<file path="config.mk">
export PLATFORM = sky130hd
export DESIGN_NAME = instr_fetch_ctrl
export DESIGN_NICKNAME = d
export VERILOG_FILES = /design/src/rtl/instr_fetch_ctrl.sv
export SDC_FILE = /design/constraint.sdc
export NUM_CORES = 1
export LEC_CHECK = 0
export ABC_AREA = 0
export CORE_MARGIN = 2
export CORE_UTILIZATION = 54
export CTS_CLUSTER_DIAMETER = 50
export DETAILED_ROUTE_END_ITERATION = 10
export GPL_TIMING_DRIVEN = 0
export HOLD_SLACK_MARGIN = 0.15
export PLACE_DENSITY_LB_ADDON = 0.2
export SYNTH_ARGS = -nofsm -noshare
export SYNTH_HDL_FRONTEND = slang
export SYNTH_SLANG_ARGS = --single-unit
</file>
<file path="constraint.sdc">
create_clock -name clk -period 3.9 [get_ports clk]
set_input_delay 0.78 -clock clk [delete_from_list [all_inputs] [get_ports clk]]
set_output_delay 0.78 -clock clk [all_outputs]
set_load 0.005 [all_outputs]
</file>
<file path="src/rtl/instr_fetch_ctrl.sv">
// Instruction fetch controller: sequential fetch from a combinational instruction
// memory into a 2-entry {pc, instr} buffer, with redirect flush and a sticky fault.
module instr_fetch_ctrl #(
  parameter logic [31:0] RESET_PC = 32'd0,
  parameter int unsigned IM_SIZE  = 128
) (
  input  logic        clk,
  input  logic        rst_n,
  output logic [31:0] im_addr,
  input  logic [31:0] im_instr,
  output logic        out_valid,
  input  logic        out_ready,
  output logic [31:0] out_instr,
  output logic [31:0] out_pc,
  input  logic        redirect,
  input  logic [31:0] redirect_pc,
  output logic        fault,
  output logic [31:0] retire_cnt
);

  // Last byte address at which a whole word still fits inside the memory.
  localparam logic [31:0] IM_LAST = 32'(IM_SIZE) - 32'd4;

  logic [31:0] fetch_pc_q, fetch_pc_d;
  logic [1:0]  count_q, count_d;
  logic [31:0] pc0_q, pc0_d, instr0_q, instr0_d;
  logic [31:0] pc1_q, pc1_d, instr1_q, instr1_d;
  logic        fault_q, fault_d;
  logic [31:0] retire_q, retire_d;

  logic fetch_ok;
  logic pop;
  logic enq;

  // Handshake: the head entry transfers on a cycle where out_valid && out_ready
  // at the rising edge; out_valid never depends on out_ready, and the head entry
  // is held stable while out_valid && !out_ready unless a redirect flushes it.
  assign pop      = out_valid && out_ready;
  assign fetch_ok = !fault_q && (fetch_pc_q[1:0] == 2'b00) && (fetch_pc_q <= IM_LAST);
  assign enq      = !redirect && fetch_ok && ((count_q < 2'd2) || pop);

  always_ff @(posedge clk or negedge rst_n) begin
    if (!rst_n) begin
      fetch_pc_q <= RESET_PC;
      count_q    <= 2'd0;
      pc0_q      <= 32'd0;
      instr0_q   <= 32'd0;
      pc1_q      <= 32'd0;
      instr1_q   <= 32'd0;
      fault_q    <= 1'b0;
      retire_q   <= 32'd0;
    end else begin
      fetch_pc_q <= fetch_pc_d;
      count_q    <= count_d;
      pc0_q      <= pc0_d;
      instr0_q   <= instr0_d;
      pc1_q      <= pc1_d;
      instr1_q   <= instr1_d;
      fault_q    <= fault_d;
      retire_q   <= retire_d;
    end
  end

  always_comb begin
    fetch_pc_d = fetch_pc_q;
    count_d    = count_q;
    pc0_d      = pc0_q;
    instr0_d   = instr0_q;
    pc1_d      = pc1_q;
    instr1_d   = instr1_q;
    fault_d    = fault_q;
    retire_d   = pop ? retire_q + 32'd1 : retire_q;

    if (redirect) begin
      // Decode still consumed the head if it popped, so retire_d is kept above.
      count_d    = 2'd0;
      fetch_pc_d = redirect_pc;
      fault_d    = 1'b0;
    end else begin
      if (!fetch_ok && !fault_q) begin
        fault_d = 1'b1;
      end
      if (enq) begin
        fetch_pc_d = fetch_pc_q + 32'd4;
      end
      case (count_q)
        2'd0: begin
          if (enq) begin
            pc0_d    = fetch_pc_q;
            instr0_d = im_instr;
            count_d  = 2'd1;
          end
        end
        2'd1: begin
          if (pop && enq) begin
            pc0_d    = fetch_pc_q;
            instr0_d = im_instr;
          end else if (pop) begin
            count_d = 2'd0;
          end else if (enq) begin
            pc1_d    = fetch_pc_q;
            instr1_d = im_instr;
            count_d  = 2'd2;
          end
        end
        2'd2: begin
          if (pop) begin
            pc0_d    = pc1_q;
            instr0_d = instr1_q;
            if (enq) begin
              pc1_d    = fetch_pc_q;
              instr1_d = im_instr;
            end else begin
              count_d = 2'd1;
            end
          end
        end
        default: count_d = 2'd0;
      endcase
    end
  end

  always_comb begin
    im_addr    = fetch_pc_q;
    out_valid  = (count_q != 2'd0);
    out_instr  = instr0_q;
    out_pc     = pc0_q;
    fault      = fault_q;
    retire_cnt = retire_q;
  end

endmodule

</file>
==> summary.txt <==
Critical path
  • Worst stage delay on the critical path: approximately 870 ps
  • Critical path capture point type: flip-flop
  • Crit path buf inv count: 1
  • Critical path launch point: im_addr[7]
  • Critical path launch point type: flip-flop
  • Crit Path Max Fanout: 10
  • CP Data Required Time: 4190 ps
  • CP arrival: 3310 ps
  • Crit path max-delay cell type: o21ai_1
  • Crit-path cells: nor4_1, nand3_1, o21ai_1, clkbuf_1, o211ai_1
  • FF-to-FF End: out_instr[17]
  • Worst setup path category: reg -> reg
  • Crit path max-delay family: compound AO/OA/AOI/OAI gates
  • Worst Setup EP: out_instr[17]
  • R2R cell count: 5
  • R2R Setup Slk: 870 ps
  • Worst path depth: 5
  • Reg2reg start: im_addr[7]

STA
  • Hold_ws: 336.1 ps
  • Hold Fails Final Rpt: 0
  • Final Cycle Share: 77.63%
  • Final Skew: around 14 ps
  • Setup Viol. Count Final: 0
  • Final Max Slew Viols: 0
  • Fin crit period: 3028 ps
  • Fmax: about 330 MHz
  • Worst Tran Pin Value: between 1000 and 1500 ps
  • RSZ-0062 raised after global routing: no
  • Slew headroom: a little under a third
  • Setup WS post-layout: 872.4 ps

GRT
  • Largest net degree at the start of global routing: 101
  • First-pass GRT wire length: 34.75 mm
  • Number of global-route vias before repair: 6904
  • Grt ovf: 0
  • Initial antenna violation count: 0
  • GRT Util Overall: 26.80%

Clocking
  • CTS clk-pin slew, worst paths: 70 ps
  • Clock root buffer: clkbuf_16
  • H-Tree Level Count: 4
  • Post-cts sizing count: 0
  • Later-pin clock latency in the skew report: 440 ps
  • Clock Tree Buf Depth: 2
  • Clock sinks: slightly below 200
  • Post-CTS setup buffer count: 0
  • Hold buffers post-CTS: 0
  • Num CTS Buffers: 17
  • TritonCTS clock tree: done

Yosys
  • Syn nets: a little under 800
  • Synth unique cells: 39
  • Ys async rst share: 100.0%
  • Post-synth design cell area: 8363 um2
  • Post-synthesis sequential area ratio: 58.35%
  • Ys Warns: 0
  • Syn_area_per_cell: roughly 12 um2
  • Synthesized flop and latch total: 195
  • Synth Flop Type: dfrtp_1
  • Synth cell count leaders: dfrtp_1, inv_1, a22oi_1
  • Top-count cell post-synth: dfrtp_1
  • Area contributors post-synth: dfrtp_1, mux2_2, a22oi_1
  • Number of enable flip-flop cells after synthesis: 0
  • Top-area cell type share of the netlist area: between 50% and 60%
  • Post-synthesis cell count: just over 700
  • Synth area leader: dfrtp_1

Die
  • Die area: 16500 um2
  • Die span in y: 128.4 um
  • Die Wd: 128.4 um
  • Row count: 45
  • Core area: 15150 um2
  • IO Pins: just under 200
  • Starting Density: 55.22%

Pwr
  • Leakage: between 4 and 5 nW
  • Pwr Density: 372.4 nW/um2
  • Peak supply drop: approximately 0.31 mV

Place
  • Dpl ws: 480.6 ps
  • DP HPWL: 14.95 mm
  • Number of I/O port buffers: approximately 200
  • RD Place Congestion: 0.8144
  • Placed cells: 1110

Cells and area
  • Register Area: 4880 um2
  • Multi-input logic area: around 3000 um2
  • # nets final: 1011
  • Share of layout cells above drive strength 1: 10.38%
  • Area delta synth->final: 33.78%
  • Ant diodes: 0
  • Post-Layout Cell Count: 1142
  • Fillers: 995

Routing
  • Drt drc: 0
  • WL/cell: about 19 um
  • Via count: 6649
  • Initial drt markers: around 500
  • Drt pass-1 iters: 5
  • DR vias/cell: 5.822
  • DRT antenna net count: 0
  • Routed wire length: 21.43 mm

Worst hold path
  • Hold Crit Class: in -> async

Status
  • Outcome: completed

Job
  • Max-capacitance violation count: 0
## sequential cells by signal, indices dropped and copies added, names as in the netlist
signal	cells
im_addr	32
instr1_q	32
out_instr	32
out_pc	32
pc1_q	32
retire_cnt	32
count_q	2
fault	1
## cell usage in the layout (no fill, tap or decap), drive strengths merged, types with 3 or more instances in the layout
cell,instances
xor2,4
nand3,18
mux2,63
nor2,14
inv,76
nor2b,28
and4,3
xnor2,27
and3,6
a22oi,64
nor3,5
buf,8
clkinv,3
clkinvlp,3
or4,3
a31oi,4
nand4,52
nor4,11
clkbuf,59
o21ai,33
o31ai,3
o211ai,38
nand2,19
clkdlybuf4s50,195
dfrtp,195
## layout make-up
type | count | share of cell area [%]
flip-flops and latches | 195 | 43.61
clock buffers | 18 | 3.836
plain buffers | 47 | 1.845
inverters | 70 | 2.348
multi-input cells | 413 | 26.94
clock inverters | 14 | 1.487
well taps | 188 | 2.102
repair buffers | 197 | 17.83
## routing by layer
metal	GRT usage, %	vias up	share of wire [%]
met4	9.761	0	2.0
li1	-	3035	-
met5	0	-	0
met1	34.88	3364	43
met2	43.15	213	49
met3	7.817	37	6.5
## report_power, final
| part | switching (mW) | internal [mW] |
|---|---|---|
| Sequential | 0.0370 | 2.06 |
| Clock | 0.818 | 0.965 |
| Combinational | 0.127 | 0.164 |
## how the worst min path moves through the flow
stage,from,end,slack [ps]
2_1_floorplan,instr1_q[24],instr1_q[24],460
4_1_cts,rst_n,out_instr[15],390
6_report,rst_n,out_instr[15],340
3_5_place_dp,retire_cnt[31],retire_cnt[31],460
3_3_place_gp,retire_cnt[31],retire_cnt[31],460
5_1_grt,rst_n,instr1_q[15],410
## through the flow
step | total power [mW] | setup TNS [ps] | cell area [um2] | utilization (%)
4_1_cts | 4.181 | 0 | 11190 | 73.87
2_1_floorplan | 2.205 | 0 | 8363 | -
5_1_grt | 4.301 | 0 | 11190 | 73.87
3_3_place_gp | 2.413 | -1090540 | 10560 | 69.72
3_5_place_dp | 2.425 | 0 | 10590 | 69.94
6_report | 4.167 | 0 | 11190 | 73.87
## logic make-up after synthesis
logic type | Yosys count | synth area share [%]
DFF | 195 | 58.35
and+or+nand+nor | 168 | 11.42
AOI/OAI and AO/OA | 149 | 12.60
buffers and inverters | 117 | 5.610
muxes | 63 | 8.483
xor gates and xnor gates | 31 | 3.247
adders and majority gates | 2 | 0.2992
(Power assumes the default switching activity.)
==> RTL change 1, RTL diff (same settings) <==
Register the output `retire_cnt`; this adds one clock of latency there. The other outputs are not delayed to match.
--- a/src/rtl/instr_fetch_ctrl.sv
+++ b/src/rtl/instr_fetch_ctrl.sv
@@ -20,6 +20,8 @@
 
   // Last byte address at which a whole word still fits inside the memory.
   localparam logic [31:0] IM_LAST = 32'(IM_SIZE) - 32'd4;
+
+  logic [31:0] retire_cnt_d;
 
   logic [31:0] fetch_pc_q, fetch_pc_d;
   logic [1:0]  count_q, count_d;
@@ -126,7 +128,11 @@
     out_instr  = instr0_q;
     out_pc     = pc0_q;
     fault      = fault_q;
-    retire_cnt = retire_q;
+    retire_cnt_d = retire_q;
+  end
+
+  always_ff @(posedge clk) begin
+    retire_cnt <= retire_cnt_d;
   end
 
 endmodule
Check against the original RTL: not equivalent (a bounded check fails within 4 cycles, from zero or initial values and one cycle with rst_n low).
==> RTL change 1 against the original RTL <==
Largest power group unchanged; highest routed layer unchanged; critical path depth is the same; synthesized cell count grew 3.6%; routed wire length shrank 1.8%; worst setup slack gained 0.075 ns; sequential cell count up 32; cell area increased by 8.1%; critical endpoint is now out_pc[6]; synthesized area grew 7.4%; die area up 7.2%; power rose by 22%; final cell count grew 6.3%.
==> RTL change 1: results (changes against the original RTL) <==
* Logic inverters at 69 (was 70)
* Drt wl/cell at 17.32 um (was 18.76 um)
* DRT met1 WL at 9239 um (was 9207 um)
* Skew final at 0.008370 ns (was 0.01377 ns)
* Clk Latency, worst-skew pair at 0.52 ns (was 0.44 ns)
* Multi-input gates at 409 (was 413)
* Via count at 6,755 (was 6,649)
* Vias per cell at 5.564 (was 5.822)
* Final nets at 1,045 (was 1,011)
* Sw power at 0.001124 W (was 0.0009821 W)
* VDD IR max at 415.8 uV (was 314.0 uV)
* Synth warn at 0 (unchanged)
* Max_slew headroom at 31.86% (was 31.89%)
* Status: finished clean (unchanged)
* Area growth from synthesis to layout at 34.65% (was 33.78%)
* Met1 Use GR at 34.29% (was 34.88%)
* Worst-path fanout max at 10 (unchanged)
* Seq area share at 45.63% (was 43.61%)
* Top post-synthesis cells by area: dfrtp_1, mux2_2, dfxtp_1 (was dfrtp_1, mux2_2, a22oi_1)
* R2R setup slack at 0.95 ns (was 0.87 ns)
* Layout cells sized above 1 at 11.47% (was 10.38%)
* Syn Nets at 821 (was 795)
* Pre-CTS setup slack at 0.4097 ns (was 0.4806 ns)
* CLK BUF at 30 (was 18)
* Metal3 WL at 1141 um (was 1399 um)
* Post-CTS setup buffer count at 0 (unchanged)
* CTS buffer count at 25 (was 17)
* Final non-clock buffer share at 18.18% (was 19.67%)
* Tapcells at 220 (was 188)
* Global routing usage on met2 at 38.26% (was 43.15%)
* M3 GR Usage at 4.291% (was 7.817%)
* Clk. pwr at 0.00237 W (was 0.00178 W)
* Initial DRC Count at 516 (was 492)
* Count of plain and timing-repair buffers at 243 (was 244)
* Maximum buffer depth of the clock tree at 3 (was 2)
* Routability congestion estimate from global placement at 0.7615 (was 0.8144)
* FF+latch count at 227 (was 195)
* Register area share after synthesis at 61.44% (was 58.35%)
* Global Route Usage Sum at 24.18% (was 26.80%)
* Max incr delay on CP at 0.80 ns (was 0.87 ns)
* Syn avg cell area at 11.96 um^2 (was 11.54 um^2)
* FFs w/ async S/R, synth at 85.90% (was 100.0%)
* Fillers at 1,140 (was 995)
* Synth cell count leaders: dfrtp_1, inv_1, a22oi_1 (unchanged)
* Fin Hold WS at 0.3246 ns (was 0.3361 ns)
* Multi-input combinational area share at 24.80% (was 26.94%)
* Largest net degree at the start of global routing at 109 (was 101)
* Leakage Power at 5.312 nW (was 4.921 nW)
* Crit path launch: im_addr[12] (was im_addr[7])
* Global-route wire length before repair at 34,890 um (was 34,750 um)
* Post-placement cell count at 1,168 (was 1,110)
* Clk cell area share at 6.971% (was 5.323%)
* Worst R2R End: out_pc[6] (was out_instr[17])
* H-tree levels at 1 (was 4)
* Placed inst area at 11,250 um^2 (was 10,590 um^2)
* Placed wire-length estimate at 14,440 um (was 14,950 um)
* Power Total at 0.005077 W (was 0.004167 W)
* WL met2 at 10,020 um (was 10,400 um)
RTL change 1: cell types whose count changed in the layout (fill, tap and decap cells not counted), moves of 4 or more:
cell       change
clkbuf_16      +8
nand2_1        -5
clkbuf_1       -8
clkbuf_8       +4
clkinv_2       +6
dfxtp_1       +32
buf_1          +5
RTL change 1: how the worst max path moves through the flow:
stage / cells past startpoint / to / slack [ns]
3_5_place_dp: 6 / instr1_q[21] / 0.41
6_report: 5 / out_pc[6] / 0.95
5_1_grt: 5 / out_pc[6] / 0.75
3_3_place_gp: 1 / out_instr[10] / -6.10
2_1_floorplan: 4 / instr1_q[0] / 1.40
4_1_cts: 5 / instr1_q[21] / 0.94
RTL change 1: cell families after synthesis:
logic type,after synthesis,synth area share [%]
xor+xnor,31,3.022
simple gates,165,10.53
fa+ha+maj,2,0.2785
compound gates,147,11.54
buf+inv,115,5.166
flops,227,61.44
mux,64,8.021
==> RTL change 2, RTL diff (same flow settings) <==
Made on the original files. Change the parameter `IM_SIZE` from 128 to 96.
--- a/src/rtl/instr_fetch_ctrl.sv
+++ b/src/rtl/instr_fetch_ctrl.sv
@@ -2,7 +2,7 @@
 // memory into a 2-entry {pc, instr} buffer, with redirect flush and a sticky fault.
 module instr_fetch_ctrl #(
   parameter logic [31:0] RESET_PC = 32'd0,
-  parameter int unsigned IM_SIZE  = 128
+  parameter int unsigned IM_SIZE  = 96
 ) (
   input  logic        clk,
   input  logic        rst_n,
Behaviour: not the same (Yosys sat finds a counterexample within 4 cycles, from zero or initial values and one cycle with rst_n low).
==> RTL change 2 against the original RTL <==
Register-to-register slack better by 0.31 ns; count of clock-buffer cells in the layout unchanged; final cell count down 15%; sequential cell count unchanged; critical path type is now in -> reg; critical endpoint is now retire_cnt[31]; worst setup slack worse by 0.082 ns; power up 0.91%; die area down 8.0%; routed wire length down 17%; hold slack better by 0.065 ns; synthesized area down 8.2%; cell area down 6.1%; via count down 20%; highest routed layer unchanged.
==> RTL change 2: results (changes against the original RTL) <==
* Status: finished clean (unchanged)
* First-pass DRT Iterations at 4 (was 5)
* Mux cell area share after synthesis at 9.813% (was 8.483%)
* Maximum buffer depth of the clock tree at 2 (unchanged)
* Post-synthesis xor/xnor area fraction at 3.879% (was 3.247%)
* Post-CTS resize count at 0 (unchanged)
* Worst reg2reg startpoint: im_addr[19] (was im_addr[7])
* Synth warn at 0 (unchanged)
* H-tree levels at 4 (unchanged)
* Global-route wire length before repair at 28,610 um (was 34,750 um)
* Crit path arrival time at 3.46 ns (was 3.31 ns)
* Layout cells sized above 1 at 14.85% (was 10.38%)
* Top_reg_cell synth: dfrtp_1 (unchanged)
* Drt wl/cell at 18.41 um (was 18.76 um)
* Worst-path fanout max at 6 (was 10)
* Register area share after synthesis at 63.57% (was 58.35%)
* Vias in the first global route at 5,638 (was 6,904)
* Skew final at 0.01076 ns (was 0.01377 ns)
* CTS buffer count at 17 (unchanged)
* Via count at 5,346 (was 6,649)
* Syn Nets at 629 (was 795)
* Synthesized-area fraction occupied by adder cells at 0.3260% (was 0.2992%)
* Initial DRC Count at 300 (was 492)
* Measured slew at the worst slew-check pin at 1.205 ns (was 1.015 ns)
* Largest net degree at the start of global routing at 107 (was 101)
* Final Slew Violations at 0 (unchanged)
* Leakage Power at 4.796 nW (was 4.921 nW)
* Post-placement cell count at 936 (was 1,110)
* Global Route Usage Sum at 24.76% (was 26.80%)
* Post-CTS setup buffer count at 0 (unchanged)
* Top post-synthesis cells by area: dfrtp_1, mux2_2, a221o_1 (was dfrtp_1, mux2_2, a22oi_1)
* Compound-gate portion of the synthesized area at 8.900% (was 12.60%)
* FFs w/ async S/R, synth at 100.0% (unchanged)
* Non-Filler Instances at 968 (was 1,142)
* VDD IR max at 329.1 uV (was 314.0 uV)
* Type of origin of the critical path: input pin (was register)
* Synth cell count leaders: dfrtp_1, mux2_2, a221o_1, and2_1, nor2b_1 (was dfrtp_1, inv_1, a22oi_1)
* Yosys cell types at 34 (was 39)
* Routability congestion estimate from global placement at 0.8932 (was 0.8144)
* Crit path launch: out_ready (was im_addr[7])
* Root buffer cell: clkbuf_16 (unchanged)
* Pre-CTS setup slack at 0.4110 ns (was 0.4806 ns)
* Initial antenna violation count at 0 (unchanged)
* Final nets at 845 (was 1,011)
* Syn Inst Count at 559 (was 725)
* Placed wire-length estimate at 12,590 um (was 14,950 um)
-- RTL change 2: cell types whose count changed after synthesis, sizes merged, moves of 7 or more --
cell,delta
buf,+9
a22oi,-64
xor2,+7
nand4,-41
inv,-67
and2,+36
o21ai,-26
o211ai,-37
clkbuf,-24
a221o,+38
a22o,+27
nand3,-7
-- RTL change 2: path summary, 6_finish.rpt --
kind	endpoint	slack, ns	depth (start not counted)
max	retire_cnt[31]	0.79	6
min	retire_cnt[22]	0.40	1
max reg2reg	instr1_q[11]	1.18	7
min reg2reg	retire_cnt[31]	0.48	1
max in group asynchronous	pc1_q[29]	2.60	2
min in group clk	retire_cnt[31]	0.48	1
-- RTL change 2: area by class of cell --
cell class	count	area [um^2]
buffer	32	180.2
clock buffer	18	439.2
clock inverter	14	168.9
fill	856	3377
inverter	3	11.26
multi-input combinational	329	2605
sequential	195	4880
tap	180	225.2
timing repair buffer	197	1994
-- RTL change 2: cell families (layout without fill, tap and decap cells) --
logic type               Yosys count  in the layout
flip-flops                       195            195
XOR/XNOR                          34             34
multiplexers                      67             67
adder cells (fa/ha/maj)            2              2
AND/OR/NAND/NOR                  150            150
AO/OA/AOI/OAI                     76             76
buffers and inverters             35            264
-- RTL change 2: worst max-delay path, cell delays in order --
cell and delay, ns:
clkdlybuf4s50_1 0.57, o21ai_1 0.20, nor4_1 1.00, nand4_1 0.45, nor3_1 0.29, xor2_1 0.17
-- RTL change 2: report_power, final --
group | leakage, nW | total (W) | switching (W) | internal, W
Sequential | 2.61 | 0.00212 | 0.0000490 | 0.00207
Combinational | 1.90 | 0.000304 | 0.000110 | 0.000194
Clock | 0.289 | 0.00178 | 0.000795 | 0.000984
-- RTL change 2: metrics by stage --
stage	TNS (ns)	cell area [um^2]
final	0	10500
after global routing	0	10500
after CTS	0	10500
after detailed placement	0	9896
after global placement	-1069.55	9863
after floorplan	0	7676
-- RTL change 2: metal layers --
metal | part of all wire, % | up-vias | wire, um | global-route usage, %
met3 | 8.4 | 36 | 1500 | 8.579
met1 | 41 | 2661 | 7342 | 30.99
met5 | 0 | - | 0 | 0
met4 | 2.1 | 0 | 383 | 9.162
met2 | 48 | 189 | 8598 | 39.94
li1 | - | 2460 | - | -
